==> src/rtl/muldiv_controller.sv <==
// Multi-cycle MULTU/DIVU sequencer owning the HI/LO register pair; stalls the front end while busy.
// Optional: define MULDIV_EARLY_TERM_EN to end MUL once the remaining multiplier bits are all zero.
module muldiv_controller #(
    parameter int WIDTH = 32,
    parameter int CNT_W = 6
) (
    input  logic             clk,
    input  logic             reset,
    input  logic             start,
    input  logic             op,
    input  logic [WIDTH-1:0] a,
    input  logic [WIDTH-1:0] b,
    input  logic             hilo_rd,
    input  logic             hi_we,
    input  logic             lo_we,
    input  logic [WIDTH-1:0] wdata,
    output logic [WIDTH-1:0] hi,
    output logic [WIDTH-1:0] lo,
    output logic             busy,
    output logic             done,
    output logic             stall
);

    typedef enum logic [1:0] {IDLE, MUL, DIV, DONE} state_t;

    state_t             state_reg;
    logic [WIDTH-1:0]   hi_reg, lo_reg;
    logic               busy_reg, done_reg;
    logic [CNT_W-1:0]   cnt_reg;

    // Multiply datapath: multiplicand shifts left into a double-width accumulator.
    logic [2*WIDTH-1:0] acc_reg, mcand_reg;
    logic [WIDTH-1:0]   mplier_reg;

    // Restoring divide datapath: quotient register starts holding the dividend.
    logic [WIDTH-1:0]   divisor_reg, quot_reg, rem_reg;

    logic [2*WIDTH-1:0] acc_next;
    logic [WIDTH:0]     shifted, diff;
    logic [WIDTH-1:0]   rem_next, quot_next;
    logic               last_iter, mul_finish;

    always_comb begin
        acc_next  = mplier_reg[0] ? (acc_reg + mcand_reg) : acc_reg;
        shifted   = {rem_reg, quot_reg[WIDTH-1]};
        diff      = shifted - {1'b0, divisor_reg};
        rem_next  = diff[WIDTH] ? shifted[WIDTH-1:0] : diff[WIDTH-1:0];
        quot_next = {quot_reg[WIDTH-2:0], ~diff[WIDTH]};
        last_iter = (cnt_reg == CNT_W'(WIDTH - 1));
`ifdef MULDIV_EARLY_TERM_EN
        mul_finish = last_iter | (mplier_reg[WIDTH-1:1] == '0);
`else
        mul_finish = last_iter;
`endif
    end

    always_ff @(posedge clk) begin
        if (reset) begin
            state_reg   <= IDLE;
            hi_reg      <= '0;
            lo_reg      <= '0;
            busy_reg    <= 1'b0;
            done_reg    <= 1'b0;
            cnt_reg     <= '0;
            acc_reg     <= '0;
            mcand_reg   <= '0;
            mplier_reg  <= '0;
            divisor_reg <= '0;
            quot_reg    <= '0;
            rem_reg     <= '0;
        end else begin
            done_reg <= 1'b0;
            case (state_reg)
                IDLE, DONE: begin
                    if (start) begin
                        // A simultaneous mthi/mtlo is dropped; the requester reissues it.
                        state_reg   <= op ? DIV : MUL;
                        busy_reg    <= 1'b1;
                        cnt_reg     <= '0;
                        acc_reg     <= '0;
                        mcand_reg   <= {{WIDTH{1'b0}}, a};
                        mplier_reg  <= b;
                        divisor_reg <= b;
                        quot_reg    <= a;
                        rem_reg     <= '0;
                    end else begin
                        state_reg <= IDLE;
                        busy_reg  <= 1'b0;
                        if (hi_we) hi_reg <= wdata;
                        if (lo_we) lo_reg <= wdata;
                    end
                end
                MUL: begin
                    acc_reg    <= acc_next;
                    mcand_reg  <= mcand_reg << 1;
                    mplier_reg <= mplier_reg >> 1;
                    cnt_reg    <= cnt_reg + 1'b1;
                    if (mul_finish) begin
                        {hi_reg, lo_reg} <= acc_next;
                        state_reg        <= DONE;
                        busy_reg         <= 1'b0;
                        done_reg         <= 1'b1;
                    end
                end
                DIV: begin
                    if (divisor_reg == '0) begin
                        hi_reg    <= quot_reg;
                        lo_reg    <= '1;
                        state_reg <= DONE;
                        busy_reg  <= 1'b0;
                        done_reg  <= 1'b1;
                    end else begin
                        rem_reg  <= rem_next;
                        quot_reg <= quot_next;
                        cnt_reg  <= cnt_reg + 1'b1;
                        if (last_iter) begin
                            hi_reg    <= rem_next;
                            lo_reg    <= quot_next;
                            state_reg <= DONE;
                            busy_reg  <= 1'b0;
                            done_reg  <= 1'b1;
                        end
                    end
                end
                default: begin
                    state_reg <= IDLE;
                    busy_reg  <= 1'b0;
                end
            endcase
        end
    end

    assign hi    = hi_reg;
    assign lo    = lo_reg;
    assign busy  = busy_reg;
    assign done  = done_reg;
    assign stall = busy_reg ? (start | hilo_rd | hi_we | lo_we)
                            : (start & (hi_we | lo_we));

endmodule

==> config.mk <==
export PLATFORM = sky130hd
export DESIGN_NAME = muldiv_controller
export DESIGN_NICKNAME = d
export VERILOG_FILES = /design/src/rtl/muldiv_controller.sv
export SDC_FILE = /design/constraint.sdc
export NUM_CORES = 1
export LEC_CHECK = 0
export CAP_MARGIN = 10
export CORE_MARGIN = 1.5
export CORE_UTILIZATION = 45
export CTS_CLUSTER_DIAMETER = 60
export DETAILED_ROUTE_END_ITERATION = 16
export PLACE_DENSITY_LB_ADDON = 0.3
export SETUP_SLACK_MARGIN = 0.15
export SLEW_MARGIN = 20
export SYNTH_ARGS = -nofsm -noshare
export SYNTH_HDL_FRONTEND = slang
export SYNTH_SLANG_ARGS = --single-unit
==> constraint.sdc <==
create_clock -name clk -period 8 [get_ports clk]
set_input_delay 1.6 -clock clk [delete_from_list [all_inputs] [get_ports clk]]
set_output_delay 1.6 -clock clk [all_outputs]
set_load 0.01 [all_outputs]
==> results of run 1 <==
[stage by stage]
stage	std cells	utilization, %	area (um^2)	worst slack, ns
floorplan	2664	-	20600	4.33
global placement	3277	50.0	22600	3.19
detailed placement	3278	50.1	22700	3.15
CTS	3351	53.0	24000	3.41
global route	3351	53.0	24000	3.37
finish	3351	53.0	24000	3.41
[layout make-up]
| class | instances | area, um^2 |
|---|---|---|
| clock buffers | 58 | 1150 |
| clock inverters | 15 | 171 |
| well taps | 600 | 751 |
| fillers | 4390 | 21300 |
| inverters | 65 | 244 |
| flip-flops and latches | 330 | 6610 |
| multi-input cells | 2082 | 13100 |
| repair buffers | 201 | 1960 |
[power by group through the flow]
stage               logic [W]  clock network [W]  registers, W
detailed placement    0.00436                  0       0.00242
global route          0.00476            0.00195       0.00243
CTS                   0.00439            0.00189       0.00238
global placement      0.00429                  0       0.00240
floorplan             0.00274                  0       0.00234
finish                0.00447            0.00188       0.00239
[final timing paths]
path          startpoint  endpoint  slack (ns)  cells past startpoint
min reg2reg        lo[3]     lo[3]        0.46                      2
max reg2reg  acc_reg[26]     hi[3]        3.42                      9
min                lo[3]     lo[3]        0.46                      2
max                hi_we     stall        3.41                      4
[worst register-to-register path, cell delays in order (launching register included)]
cell and delay [ns]:
dfxtp_1 0.34, ha_1 0.46, nand4_1 0.19, or4_1 0.58
a211oi_1 0.95, nor2_1 0.31, o41ai_2 0.62, xor2_1 0.17
a221oi_1 0.65, a211oi_1 0.16
[cells in the final DEF (no fill, tap or decap), drive strengths merged, types with 16 or more instances in the layout]
master and instances:
o21a 19, o211ai 27, clkbuf 58, ha 98, xor2 32, dfxtp 330
nor2 326, mux2i 117, a221oi 22, clkdlybuf4s50 168, nand2b 22, o21ai 132
a211oi 123, o31ai 16, buf 33, or3 22, nor3 35, a31oi 18
a22oi 45, a21oi 277, o21bai 26, nand3 69, nand4 30, inv 67
xnor2 46, a21o 51, nand2 319, mux2 28
[kinds of logic after synthesis]
family	count (synthesis)	synth area share (%)
simple gates	884	18.6
flops	330	32.1
fa+ha+maj	100	6.15
compound gates	875	27.9
buf+inv	252	4.65
mux	145	7.22
xor+xnor	78	3.32
[layer usage]
layer | global-route usage, % | up-vias
li1 | - | 9819
met1 | 44.1 | 10265
met2 | 53.0 | 991
met3 | 4.70 | 172
met4 | 14.3 | 0
met5 | 0 | -
==> flow_summary.yaml, run 1 <==
status:
  outcome: "completed"
synthesis:
  async_flop_share_pct: 0
  synth.avg_cell_area_um2: 7.72
  ys_top_cells_by_count: "330 x dfxtp_1, 325 x nor2_1, 317 x nand2_1, 276 x a21oi_1, 168 x clkbuf_1"
  syn_area_um2: 20600
  yosysSeqAreaShare_pct: 32.1
  synth.area.top_cells: "dfxtp_1 32%, a21oi_1 6.7%, ha_1 6.0%"
  synth-edff-count: 0
  synth_nets: 2867
  synth.most_common_cell: "dfxtp_1"
  synth_top_area_cell: "dfxtp_1"
  yosysTopAreaCellShare_pct: 32.1
  syn_inst: 2664
  yosys_warnings: 0
  ys_types: 84
  synth_seq_cells: 330
  ys.flop_type: "dfxtp_1"
power_and_ir_drop:
  power_frac_seq_pct: 27.4
  max-vdd-ir-drop_mv: 0.385
  intPower_w: 0.00465
  pwr-share-comb_pct: 51.1
  power_density_nw_per_um2: 364
  switchingPower_w: 0.00409
  p_total_w: 0.00874
  clock_power_share_pct: 21.5
  p_leak_nw: 8.98
  swShare_pct: 46.8
detailed_routing:
  dr.pass1.iters: 6
  vias: 21247
  initialDrtViolationCount: 2281
  viasPerCell: 6.34
  drt-met1-wl_mm: 34.0
  drc_errors: 0
  maxUsedRoutingLayer: "met4"
  wl_per_cell_um: 23.7
  final_antenna_net_count: 0
  wl_met3_mm: 6.63
  dr_wl_met2_mm: 35.6
  wl_mm: 79.6
clock_network:
  clk_pin_slew_ns: 0.06
  cts_buffers: 41
  clock_latency_ns: 0.58
  cts_setup_buffers: 0
  h-tree-depth: 2
  clock-sinks: 330
  cts_tree: "built"
  cts_resized: 0
  cts_root_buf: "clkbuf_16"
  cts_buffer_depth: 3
  postCtsHoldBufs: 0
timing:
  rsz0062_at_grt: "no"
  whs_ns: 0.458
  finalCritPeriodShare_pct: 57.4
  setup_viol: 0
  finalClockSkew_ns: 0.0207
  hold_violations: 0
  worst_pin_slew_ns: 1.18
  fin_tns_setup_ns: 0
  max_freq_mhz: 218
  slew_viol_final: 0
  slew_headroom_pct: 20.7
  min_period_ns: 4.59
setup_path:
  crit_path_end_kind: "primary output"
  path_cells: "clkdlybuf4s50_1 -> o31a_1 -> o32a_1 -> clkdlybuf4s50_1"
  critical_path_class: "input port to primary output"
  critPathMaxStageDelay_ns: 0.48
  cp.required_ns: 6.40
  worstSetupStartpointType: "input port"
  cp_max_fo: 3
  crit_arrival_ns: 2.99
  path_delay_family: "buffers and inverters"
  cp.buffers_inverters: 2
  cp_slowest_cell: "clkdlybuf4s50_1"
  critPathMostFrequentCell: "clkdlybuf4s50_1"
global_routing:
  grt_pass1_wl_mm: 120
  grt_max_degree: 113
  antenna_found_initial: 0
  grt_pass1_vias: 19982
  overflow: 0
  track_usage_pct: 33.0
finish:
  nets: 2924
  syn2layout_area_growth_pct: 16.6
  drive_gt1_share_pct: 5.78
  n_antenna_cell: 0
place:
  dp_hpwl_mm: 57.5
  io_buffers: 169
  gp_congestion: 0.998
floorplan:
  die_x_um: 217
  fp.dieH_um: 217
  dieArea_um2: 47000
  ios: 170
  core_um2: 45300
  rows: 78
  initial_core_util_pct: 45.4
hold_path:
  hp-class: "register to register"
flow_run:
  maxCapViolCount: 0
Power figures use the tool's default switching activity.
==> inputs of run 2 (changes only) <==
Clock period 8 ns to 3.9 ns, I/O delays scaled along.
==> run 2 against run 1 <==
Effect of this change:
- clock-buffer cell count is 7 lower
- non-clock buffer count grew 41
- register-to-register slack worse by 3.2 ns
==> flow_summary.yaml, run 2 (same netlist as run 1, synthesis figures left out) <==
setup_path:
  r2r-end: "hi[30]"
  cp.buffers_inverters: 2
  worst-r2r-setup-slack_ns: 0.23
  rr_startpoint: "quot_reg[31]"
  cp_slowest_cell: "a2111oi_2"
  startpoint: "quot_reg[31]"
  path_delay_family: "compound AO/OA/AOI/OAI gates"
  crit_arrival_ns: 4.15
  critical_path_class: "register to register"
  cp_max_fo: 4
  cp.required_ns: 4.39
  crit_path_end_kind: "register"
  worstSetupStartpointType: "register"
  reg2reg_depth: 14
  path_cells: "inv_1 -> ha_1 -> fa_1 -> nand2b_1 -> a21o_1 -> a21oi_2 -> o21ai_1 -> a2111oi_2 -> buf_4 -> o211ai_1 -> a2111oi_0 -> a311o_1 -> nand2_1 -> a311oi_1"
  critPathMaxStageDelay_ns: 0.44
place:
  dp_worst_setup_slack_ns: 0.0110
  gp_congestion: 1.01
  place_area_um2: 23000
  dp_hpwl_mm: 60.3
  io_buffers: 169
detailed_routing:
  initialDrtViolationCount: 2169
  wl_per_cell_um: 24.2
  wl_mm: 82.2
  viasPerCell: 6.29
  dr.pass1.iters: 5
  vias: 21324
  drc_errors: 0
  final_antenna_net_count: 0
finish:
  final_cell_mix: "329 x dfxtp_1, 320 x nor2_1, 316 x nand2_1"
  nets: 2964
  final_core_util_pct: 53.9
  drive_gt1_share_pct: 7.49
  n_antenna_cell: 0
  final_common_cell: "dfxtp_1"
  syn2layout_area_growth_pct: 18.6
  fillCellCount: 4328
  fin_area_um2: 24400
clock_network:
  clk_pin_slew_ns: 0.06
  cts_root_buf: "clkbuf_16"
  clock_latency_ns: 0.60
  clock-sinks: 330
  cts_setup_buffers: 0
  cts_buffers: 40
  h-tree-depth: 2
  postCtsHoldBufs: 0
  cts_tree: "built"
  cts_buffer_depth: 3
power_and_ir_drop:
  swShare_pct: 46.9
  switchingPower_w: 0.00860
  power_frac_seq_pct: 27.3
  p_total_w: 0.0183
  pwr-share-comb_pct: 51.9
  power_density_nw_per_um2: 751
  intPower_w: 0.00972
  max-vdd-ir-drop_mv: 0.467
  clock_power_share_pct: 20.8
  p_leak_nw: 9.21
floorplan:
  initial_core_util_pct: 45.4
  dieArea_um2: 47000
  rows: 78
  die_x_um: 217
  fp.dieH_um: 217
  core_um2: 45300
  ios: 170
timing:
  whs_ns: 0.454
  hold_violations: 0
  layout_setup_ws_ns: 0.234
  max_freq_mhz: 273
  worst_pin_slew_ns: 1.08
  finalCritPeriodShare_pct: 94.0
  min_period_ns: 3.67
  slew_headroom_pct: 28.2
  rsz0062_at_grt: "yes"
  setup_viol: 0
  slew_viol_final: 0
  finalClockSkew_ns: 0.0313
global_routing:
  track_usage_pct: 34.2
  gr-usage-met1_pct: 45.7
  grt_pass1_wl_mm: 124
  grt_max_degree: 181
  met3_usage_pct: 5.51
  busiest_layer: "met2"
  overflow: 0
  use_met2_pct: 53.5
  grt_pass1_vias: 20178
  antenna_found_initial: 1
hold_path:
  hp-class: "register to register"
  holdPathStages: 2
  min_to: "lo[10]"
  hold_path_startpoint: "lo[10]"
flow_run:
  maxCapViolCount: 0
status:
  outcome: "completed"
## run 2: cell types whose count changed in the layout (fill, tap and decap cells not counted), sizes merged
| cell | previous run | this run |
|---|---|---|
| buf | 33 | 74 |
| clkbuf | 58 | 51 |
| clkinv | 9 | 13 |
| inv | 67 | 68 |
## run 2: final cells by class
type,count,area [um^2],area share [%]
well taps,600,751,3.08
clock inverters,20,219,0.897
clock buffers,51,1080,4.44
repair buffers,242,2350,9.62
multi-input cells,2082,13200,53.9
flip-flops and latches,330,6610,27.1
inverters,65,244,1.00
## run 2: power by group through the flow
stage | clock (W) | sequential [W] | combinational, W
after floorplan | 0 | 0.00481 | 0.00562
after global placement | 0 | 0.00502 | 0.00920
after detailed placement | 0 | 0.00504 | 0.00928
after CTS | 0.00384 | 0.00497 | 0.00932
after global routing | 0.00398 | 0.00507 | 0.0101
final | 0.00381 | 0.00500 | 0.00951
## run 2: worst min-delay path: stages, from the launching register on
cell and delay [ns]:
dfxtp_1 0.31, nand2_1 0.05, a21oi_1 0.05
## run 2: what timing repair did
item,in CTS,in global routing
pin swaps,0,0
cloned,0,0
endpoints found under the hold margin,0,0
endpoints found under the setup margin,1,32
gates resized for setup,2,11
## run 2: worst max-delay path by stage
| stage | to | slack, ns | depth (start not counted) |
|---|---|---|---|
| final | hi[30] | 0.23 | 14 |
| after global routing | hi[30] | -0.02 | 14 |
| after CTS | hi[30] | 0.21 | 14 |
| after detailed placement | hi[9] | 0.01 | 12 |
| after global placement | hi[9] | -0.13 | 12 |
| after floorplan | hi[30] | 0.68 | 13 |
## run 2: through the flow
stage                     cells  TNS [ns]
final                      3390         0
after detailed placement   3319         0
after floorplan            2664         0
after CTS                  3390         0
after global routing       3390   -0.0167
after global placement     3319    -0.127
## run 2: layer usage
| layer | routed length (um) | vias to the layer above |
|---|---|---|
| li1 | - | 9911 |
| met1 | 35000 | 10214 |
| met2 | 36100 | 994 |
| met3 | 6590 | 205 |
| met4 | 4510 | 0 |
| met5 | 0 | - |
